`src/rtl/pwm_multi.sv`:
```
// Multi-channel PWM with one shared period counter and per-channel shadow duty registers.
// Define PWM_CENTER_ALIGN_EN for an up/down (centre-aligned) counter; the default is edge-aligned.
module pwm_multi #(
  parameter int WIDTH    = 8,
  parameter int CHANNELS = 4,
  parameter int PERIOD   = 255
) (
  input  logic                      clk,
  input  logic                      rst,
  input  logic                      enable,
  input  logic [CHANNELS*WIDTH-1:0] duty,
  input  logic                      duty_wr,
  output logic [CHANNELS-1:0]       pulse,
  output logic                      period_end,
  output logic [WIDTH-1:0]          count
);

  localparam logic [WIDTH-1:0] TOP = WIDTH'(PERIOD);
  localparam logic [WIDTH-1:0] ONE = WIDTH'(1);

  logic [WIDTH-1:0]          count_q, count_d;
  logic [CHANNELS*WIDTH-1:0] pend_q, pend_d;
  logic [CHANNELS*WIDTH-1:0] act_q, act_d;
  logic                      flag_q, flag_d;
  logic [CHANNELS-1:0]       pulse_q, pulse_d;
  logic                      pe_q, pe_d;
  logic                      boundary;
  logic                      load;

`ifdef PWM_CENTER_ALIGN_EN
  typedef enum logic {DIR_UP = 1'b0, DIR_DOWN = 1'b1} dir_t;
  localparam bit SINGLE_STEP = (PERIOD == 1);

  dir_t dir_q, dir_d;

  // With PERIOD=1 the down phase is empty, so the top cycle is also the boundary.
  always_comb begin
    boundary = (count_q == ONE) && ((dir_q == DIR_DOWN) || SINGLE_STEP);
    count_d  = count_q;
    dir_d    = dir_q;
    if (!enable || boundary) begin
      count_d = '0;
      dir_d   = DIR_UP;
    end else if (dir_q == DIR_UP && count_q == TOP) begin
      count_d = count_q - ONE;
      dir_d   = DIR_DOWN;
    end else if (dir_q == DIR_UP) begin
      count_d = count_q + ONE;
    end else begin
      count_d = count_q - ONE;
    end
  end

  always_ff @(posedge clk) begin
    if (rst) dir_q <= DIR_UP;
    else     dir_q <= dir_d;
  end
`else
  always_comb begin
    boundary = (count_q == TOP);
    count_d  = count_q + ONE;
    if (!enable || boundary) count_d = '0;
  end
`endif

  // Shadow path: a write coinciding with a load bypasses pending and lands in active directly.
  always_comb begin
    pend_d = pend_q;
    act_d  = act_q;
    flag_d = flag_q;
    load   = !enable || boundary;
    if (duty_wr) pend_d = duty;
    if (load) begin
      flag_d = 1'b0;
      if (duty_wr)     act_d = duty;
      else if (flag_q) act_d = pend_q;
    end else if (duty_wr) begin
      flag_d = 1'b1;
    end
  end

  always_comb begin
    pulse_d = '0;
    for (int i = 0; i < CHANNELS; i++) begin
      pulse_d[i] = enable && (count_q < act_q[i*WIDTH +: WIDTH]);
    end
    pe_d = enable && boundary;
  end

  always_ff @(posedge clk) begin
    if (rst) begin
      count_q <= '0;
      pend_q  <= '0;
      act_q   <= '0;
      flag_q  <= 1'b0;
      pulse_q <= '0;
      pe_q    <= 1'b0;
    end else begin
      count_q <= count_d;
      pend_q  <= pend_d;
      act_q   <= act_d;
      flag_q  <= flag_d;
      pulse_q <= pulse_d;
      pe_q    <= pe_d;
    end
  end

  assign pulse      = pulse_q;
  assign period_end = pe_q;
  assign count      = count_q;

endmodule

```
`config.mk`:
```
export PLATFORM = sky130hd
export DESIGN_NAME = pwm_multi
export DESIGN_NICKNAME = d
export VERILOG_FILES = /design/src/rtl/pwm_multi.sv
export SDC_FILE = /design/constraint.sdc
export NUM_CORES = 1
export LEC_CHECK = 0
export CAP_MARGIN = 20
export CORE_MARGIN = 5
export CORE_UTILIZATION = 56
export CTS_CLUSTER_SIZE = 12
export DETAILED_ROUTE_END_ITERATION = 8
export GPL_TIMING_DRIVEN = 0
export PLACE_DENSITY = 0.8
export SLEW_MARGIN = 20
export SYNTH_ARGS = -nofsm -noshare
export SYNTH_HDL_FRONTEND = slang
export SYNTH_SLANG_ARGS = --single-unit
export TNS_END_PERCENT = 1
```
`constraint.sdc`:
```
create_clock -name clk -period 1.7 [get_ports clk]
set_input_delay 0.425 -clock clk [delete_from_list [all_inputs] [get_ports clk]]
set_output_delay 0.425 -clock clk [all_outputs]
set_load 0.01 [all_outputs]
```
# Word level (Yosys, flattened, before mapping)

Index checks and enable logic that the tools add are counted.

Add/sub/neg operators: 1
Multiply operators: 0
Div/mod/pow operators: 0
$lt $le $gt $ge: 4
Equality and inequality tests: 1
Shift-type cells: 0
Multiplexer cells: 2
Bitwise gates (word level): 0
Reductions and logical operators: 10

Operators by type and width:

| cell                                                          | count |
|---|---|
| 32-bit 2-to-1 mux                                             | 2 |
| 8-bit less-than comparator                                    | 4 |
| 8-bit by 1-bit adder with 8-bit output, second input constant | 1 |
| 8-bit equality test, second input constant                    | 1 |
| 1-bit logical AND                                             | 5 |
| 2-bit AND reduction                                           | 1 |
| 2-bit nonzero test                                            | 1 |
| 2-bit OR reduction                                            | 1 |
| 1-bit logical NOT                                             | 1 |
| 1-bit logical OR                                              | 1 |

Flip-flop bits (word level): 78
Latch bits: 0
Bits in writable memories: 0
Memory bits (read-only): 0
Input bits: 36
Word-level logic and storage cells: 24
Memories kept: 0

# Depth between registers and ports, before layout

Gate-level depths: netlist (run 1).

Depth in word-level cells: 3
Gate-level depth with buffers: 5
Gate-level depth less buffers: 5

# Worst setup path after synthesis (run 1)

OpenSTA, ideal clock, no wires.

Path type: flip-flop to flip-flop
Start: reg count_q[1], in the netlist count[1]
End: reg act_q[0]
Setup time: 0.082 ns
Data arrival time: 1.481 ns
Slack: 0.137 ns
Cell stages (with the launch flop): 6
Period minus slack after synthesis: 1.563 ns
Path through: dfxtp_1 > ha_1 > nand2_1 > o32a_4 > buf_6 > o221ai_1

Cells in the longest elaborated chain, start to end: 3

RTL lines:

| element                              | line | RTL |
|---|---|---|
| start: declaration                   | 21   | `logic [WIDTH-1:0] count_q, count_d;` |
| start signal: assignment             | 99   | `count_q <= count_d;` |
| 8-bit equality test                  | 60   | `boundary = (count_q == TOP);` |
| 1-bit logical OR                     | 71   | `load = !enable \|\| boundary;` |
| 2-bit AND reduction (no source line) | -    |  |
| end signal: assignment               | 101  | `act_q <= act_d;` |
| end: declaration                     | 23   | `logic [CHANNELS*WIDTH-1:0] act_q, act_d;` |

Every way passes these cells.
A chain may end at the register's enable or synchronous reset.

# Final worst setup path (run 1)

Start: reg count_q[5], in the netlist count[5]
End: reg pulse_q[2], in the netlist pulse[2]

Cells in the longest elaborated chain, start to end: 2

RTL lines:

| element                    | line | RTL |
|---|---|---|
| 8-bit less-than comparator | 85   | `pulse_d[i] = enable && (count_q < act_q[i*WIDTH +: WIDTH]);` |
| 1-bit logical AND          | 85   |  |
| end signal: assignment     | 103  | `pulse_q <= pulse_d;` |
| end: declaration           | 25   | `logic [CHANNELS-1:0] pulse_q, pulse_d;` |

Every way passes these cells.

==> results of run 1 <==
==> logic make-up after synthesis <==
| family | after synthesis | share of synthesized area |
|---|---|---|
| adder cells (fa/ha/maj) | 29 | 0.09102 |
| buffers and inverters | 61 | 0.06560 |
| multiplexers | 32 | 0.08035 |
| XOR/XNOR | 3 | 0.006593 |
| AND/OR/NAND/NOR | 135 | 0.1717 |
| AO/OA/AOI/OAI | 100 | 0.1930 |
| flip-flops | 78 | 0.3917 |
==> worst max-delay path: stages (launching register included) <==
cell and delay [ns]:
dfxtp_4 0.40, ha_1 0.34, a2111oi_0 0.53, nor3_1 0.11, a21oi_1 0.20
==> per-stage QoR <==
step	setup TNS [ns]	instances	power, mW
floorplan	0	438	2.366
global placement	-24.92	582	2.570
detailed placement	-25.96	582	2.590
CTS	0	599	4.089
global route	-0.3247	599	4.250
finish	0	599	4.082
==> Yosys cell counts (8+ instances only) <==
master and count:
dfxtp_1 78, nor2_1 40, nand2_1 38, a22oi_1 32
mux2i_1 32, nand3b_1 32, o221ai_1 31, inv_1 30
ha_1 29, clkbuf_1 18, o21ai_0 12, a21oi_1 10
nor3_1 9, a2111oi_0 8, buf_2 8
==> timing repair <==
item,CTS,global route
hold buffers,0,0
setup buffers,1,0
endpoints found under the setup margin,49,34
gates resized for setup,27,25
==> sequential cells by signal (all words and copies together), names as in the netlist <==
register    cells
pend_q         32
count           8
flag_q          1
pulse           4
period_end      1
act_q          32
==> layer usage <==
layer | vias to the layer above | global-route usage
met2 | 121 | 0.4054
met5 | - | 0
met3 | 23 | 0.03586
met4 | 0 | 0.1119
met1 | 1672 | 0.3088
li1 | 1726 | -
==> layout make-up <==
type | instances | area [um2]
multi-input cells | 299 | 2166
fillers | 560 | 2007
flip-flops and latches | 78 | 1592
repair buffers | 49 | 481.7
plain buffers | 31 | 175.2
clock buffers | 12 | 145.1
well taps | 96 | 120.1
inverters | 30 | 112.6
clock inverters | 4 | 70.07
==> how the worst max path moves through the flow <==
stage	from	endpoint	slack, ns	cells after the start
CTS	duty_wr	act_q[4]	0.002	5
global placement	enable	pulse[0]	-0.56	6
global route	enable	pulse[0]	-0.05	6
finish	count[5]	pulse[2]	0.04	4
detailed placement	enable	act_q[16]	-0.57	6
floorplan	count[1]	act_q[0]	0.14	5
==> cell usage in the layout (no fill, tap or decap), types with 2 or more instances in the layout <==
cell / synthesis / layout
dfxtp_1: 78 / 70
clkdlybuf4s50_1: 0 / 40
nor2_1: 40 / 39
nand2_1: 38 / 38
a22oi_1: 32 / 32
nand3b_1: 32 / 32
mux2i_1: 32 / 32
o221ai_1: 31 / 31
inv_1: 30 / 30
ha_1: 29 / 29
o21ai_0: 12 / 12
clkbuf_2: 0 / 10
a21oi_1: 10 / 10
clkbuf_8: 0 / 10
clkbuf_1: 18 / 9
nor3_1: 9 / 9
a2111oi_0: 8 / 8
dfxtp_4: 0 / 8
buf_2: 8 / 7
dlygate4sd2_1: 0 / 7
nand3_1: 4 / 4
clkbuf_4: 0 / 4
nor3b_1: 4 / 4
o211ai_1: 4 / 4
buf_6: 3 / 3
nor2b_1: 2 / 2
nand2b_1: 2 / 2
or3_1: 2 / 2
xor2_1: 2 / 2
bufinv_16: 0 / 2
clkinv_2: 0 / 2
==> where the power goes <==
part | switching [mW] | internal [mW] | leakage, nW
Clock | 0.671 | 0.864 | 0.110
Sequential | 0.0713 | 1.92 | 0.647
Combinational | 0.273 | 0.279 | 1.15
Total | 1.01 | 3.07 | 1.91
==> results.ini, run 1 <==
[outcome]
status = complete, no violations

[global_route]
grt_first_pass_wirelength_um = 16740
gr-usage-all-layers = 0.2428
gr-total-overflow = 0
first_global_vias = 3527
antenna_found_initial = 0
grt_max_degree = 13

[pwr]
powerDensity_nw_per_um2 = 839.5
peakVddDrop_v = 0.0005064
leakagePower_nw = 1.912

[routing]
met1Wirelength_um = 4503
drt_iter0_drc = 190
detail-route-antenna-nets = 0
wl_per_cell_um = 16.80
wl_met3_um = 695
wl_um = 10070
viasPerCell = 5.913
top_layer_used = met4
first_pass_iters = 5
wl_met2_um = 4628
drc = 0
vias = 3542

[logic_synthesis]
synth-seq-cells = 78
syn_area_um2 = 3986
async_flop_share = 0
ys_types = 30
synth_top_area_frac = 0.3917
avgSynthCellArea_um2 = 9.101
ys_top_cells_by_area = dfxtp_1, ha_1, mux2i_1, o221ai_1, a22oi_1
synth_flop_cell = dfxtp_1
ys_warn_count = 0
synth.largest_area_cell = dfxtp_1
postSynthCellCount = 438
synth_fp_nets = 503
synth_seq_area_share = 0.3917
synth-edff-count = 0

[worst_setup_path]
required_ns = 1.98
rr_worst_depth = 4
critPathMaxFanout = 9
cp-end-kind = flop
worst-r2r-setup-slack_ns = 0.04
arrival_ns = 1.94
path_class = flop to flop
reg2reg_to = pulse[2]
r2r-start = count[5]
start_kind = flop

[hold_path]
hp-class = flop to flop
worstHoldEndpoint = pend_q[24]
hold_start = pend_q[24]
hold_depth = 2

[sta]
fmax_mhz = 602.0
setup_viol = 0
grt_setup_unrepaired = yes
whs_ns = 0.5026
finalCritPeriodShare = 0.9772
skew_ns = 0.005953
tightest_slew_ns = 0.5996
hold_viol = 0
finalWorstSetupSlack_ns = 0.03881
relSlewSlack = 0.5960
maxSlewViolCount = 0
period_needed_ns = 1.661

[die]
die_w_um = 94.37
dieArea_um2 = 8906
io_pins = 49
die_h_um = 94.37
core_um2 = 6869
num_rows = 30
start_util = 0.5803

[clocking]
cts_sinks = 78
clock_latency_ns = 0.35
cts_tree = built
h-tree-depth = 3
cts.path.max_buffers = 2
clkTransAtPathRegs_ns = 0.08
cts_buffers = 9
root_buffer = clkbuf_8

[placed_design]
place.gp.congestion = 0.8316
dp_hpwl_um = 7108
placed_cell_area_um2 = 4587
numPortBuffers = 48
dp_slack_ns = -0.5719

[cells_and_area]
fin_nets = 563
area_growth_pct = 21.97
n_antenna_cell = 0
drive_gt1_frac = 0.1034
final_core_util = 0.7078
design_area_um2 = 4862

[job]
maxCapViolCount = 0

No activity file was read; power rests on OpenSTA's default activity.
==> run 2: changes to the inputs <==
PLACE_DENSITY = 0.83   (was 0.8)
==> run 2 against run 1 <==
  * Non-clock buffer count increased by 2
  * Sequential power about the same
  * Largest cell class unchanged
  * First-iteration DRC count increased by 38%
  * Utilization decreased by 0.073 points
  * Sequential share of layout area about the same
  * Clock skew increased by 0.0014 ns
  * Global-route usage decreased by 0.18 points
==> results.ini, run 2 (synthesized netlist as in run 1, its figures left out) <==
[outcome]
status = complete, no violations

[pwr]
peakVddDrop_v = 0.0004011  ; -21%
leakagePower_nw = 1.908  ; -0.22%
power_frac_clock = 0.334  ; -0.042
powerDensity_nw_per_um2 = 789.1  ; -6.0%
pwr-share-seq = 0.521  ; +0.032
power.switching_mw = 1.012  ; -0.29%
comb_power_share = 0.146  ; +0.011
p_sw_frac = 0.2640  ; +0.01538
intPower_mw = 2.821  ; -8.0%

[sta]
grt_setup_unrepaired = yes
finalCritPeriodShare = 0.9557  ; -0.02149
hold_viol = 0  ; unchanged
relSlewSlack = 0.5762  ; -0.01986
skew_ns = 0.007316  ; +0.001363 ns
whs_ns = 0.4965  ; -0.006099 ns
maxSlewViolCount = 0  ; unchanged
tightest_slew_ns = 0.6291  ; +0.02948 ns
period_needed_ns = 1.625  ; -0.03653 ns
setup_tns_ns = 0  ; unchanged
fmax_mhz = 615.5  ; +2.2%
setup_viol = 0  ; unchanged

[routing]
wl_um = 10230  ; +1.6%
wl_per_cell_um = 17.02  ; +1.3%
vias = 3607  ; +1.8%
detail-route-antenna-nets = 0  ; unchanged
drt_iter0_drc = 262  ; +38%
drc = 0  ; unchanged
viasPerCell = 6.002  ; +1.5%
first_pass_iters = 5  ; unchanged

[cells_and_area]
design_area_um2 = 4857  ; -0.10%
multi_input_area_um2 = 2181  ; +0.69%
fin_nets = 565  ; +0.36%
final_cell_mix = dfxtp_1, clkdlybuf4s50_1, nor2_1
drive_gt1_frac = 0.1129  ; +0.009492
area_growth_pct = 21.85
n_antenna_cell = 0  ; unchanged
fillers = 551  ; -1.6%
final_core_util = 0.7071  ; -0.0007280
final_common_cell = dfxtp_1
regArea_um2 = 1592  ; unchanged

[die]
dieArea_um2 = 8906  ; unchanged
io_pins = 49  ; unchanged
core_um2 = 6869  ; unchanged
start_util = 0.5803  ; unchanged
num_rows = 30  ; unchanged
die_h_um = 94.37  ; unchanged
die_w_um = 94.37  ; unchanged

[global_route]
antenna_found_initial = 0  ; unchanged
grt_first_pass_wirelength_um = 16840  ; +0.58%
gr-usage-all-layers = 0.2410  ; -0.001807
grt_max_degree = 13  ; unchanged
first_global_vias = 3561  ; +0.96%
gr-total-overflow = 0  ; unchanged

[clocking]
cts_tree = built
cts_buffers = 9  ; unchanged
clkTransAtPathRegs_ns = 0.08  ; about the same
h-tree-depth = 3  ; unchanged
clock_latency_ns = 0.35  ; about the same
root_buffer = clkbuf_8
cts.path.max_buffers = 2  ; unchanged
cts_sinks = 78  ; unchanged

[job]
maxCapViolCount = 0  ; unchanged

[placed_design]
place.gp.congestion = 0.8982  ; +8.0%
dp_hpwl_um = 7150  ; +0.59%
placed_cell_area_um2 = 4587  ; unchanged
numPortBuffers = 48  ; unchanged

[hold_path]
hp-class = flop to flop

[worst_setup_path]
path_class = flop to flop
path_cells = ha_2, nand3_1, nor2_2, buf_2, o221ai_1
critPathMaxFanout = 10  ; +1
cp-end-kind = flop
required_ns = 1.92  ; -0.06 ns
crit_path_top_delay_cell = dfxtp_4
slowest_delay_ns = 0.43  ; -0.10 ns
start_kind = flop
arrival_ns = 1.84  ; -0.10 ns

run 2: changes by cell type in the layout (fill, tap and decap cells not counted), moves of 2 or more:
cell / delta
a2111oi_0: -4
a2111oi_1: +3
buf_2: +3
bufinv_16: -2
clkinv_2: -2
clkbuf_2: -2
run 2: final cells by class:
cell class                      count  share of cell area
Tap cell                           96             0.02473
Multi-Input combinational cell    299              0.4490
Buffer                             31             0.03684
Inverter                           30             0.02318
Clock buffer                       14             0.03349
Timing Repair Buffer               51              0.1018
Sequential cell                    78              0.3277
Clock inverter                      2            0.003349
run 2: path summary, 6_finish.rpt:
check                  from        end  slack, ns  depth (start not counted)
setup / recovery   count[1]  act_q[30]       0.08                          5
hold / removal    pend_q[2]  pend_q[2]       0.50                          2
setup reg to reg   count[1]  act_q[30]       0.08                          5
hold reg to reg   pend_q[2]  pend_q[2]       0.50                          2
run 2: power groups by stage:
| stage | registers [mW] | logic (mW) | clock network (mW) |
|---|---|---|---|
| global route | 2.01 | 0.617 | 1.38 |
| finish | 2.00 | 0.558 | 1.28 |
| detailed placement | 2.05 | 0.543 | 0 |
| global placement | 2.04 | 0.526 | 0 |
| CTS | 1.99 | 0.549 | 1.29 |
| floorplan | 2.03 | 0.334 | 0 |
run 2: per-stage QoR:
step,cells,power (mW),worst slack (ns)
floorplan,438,2.366,0.1370
global placement,582,2.566,-0.5493
detailed placement,582,2.589,-0.5615
CTS,598,3.835,-0.08664
global route,601,4.011,-0.02700
finish,601,3.833,0.07534
run 2: what timing repair did:
item                       4_1_cts  5_1_grt
buffers inserted                 0        3
hold buffers                     0        0
setup endpoints to repair       52       48
resized for setup               33       27
gates cloned                     0        0
pin swaps                        0        1
run 2: per-layer routing:
metal,up-vias,routed length [um],share of wire,global-route usage
met4,0,257,0.025,0.1179
met3,27,761,0.074,0.05020
li1,1723,-,-,-
met2,144,4661,0.46,0.3729
met1,1713,4551,0.44,0.3195
met5,-,0,0,0
run 2: worst max-delay path, delay by kind of cell, from the launching register on:
family          cells  cell delay, ns
flops               1            0.43
simple gates        2            0.38
buf+inv             1            0.29
fa+ha+maj           1            0.24
compound gates      1            0.16
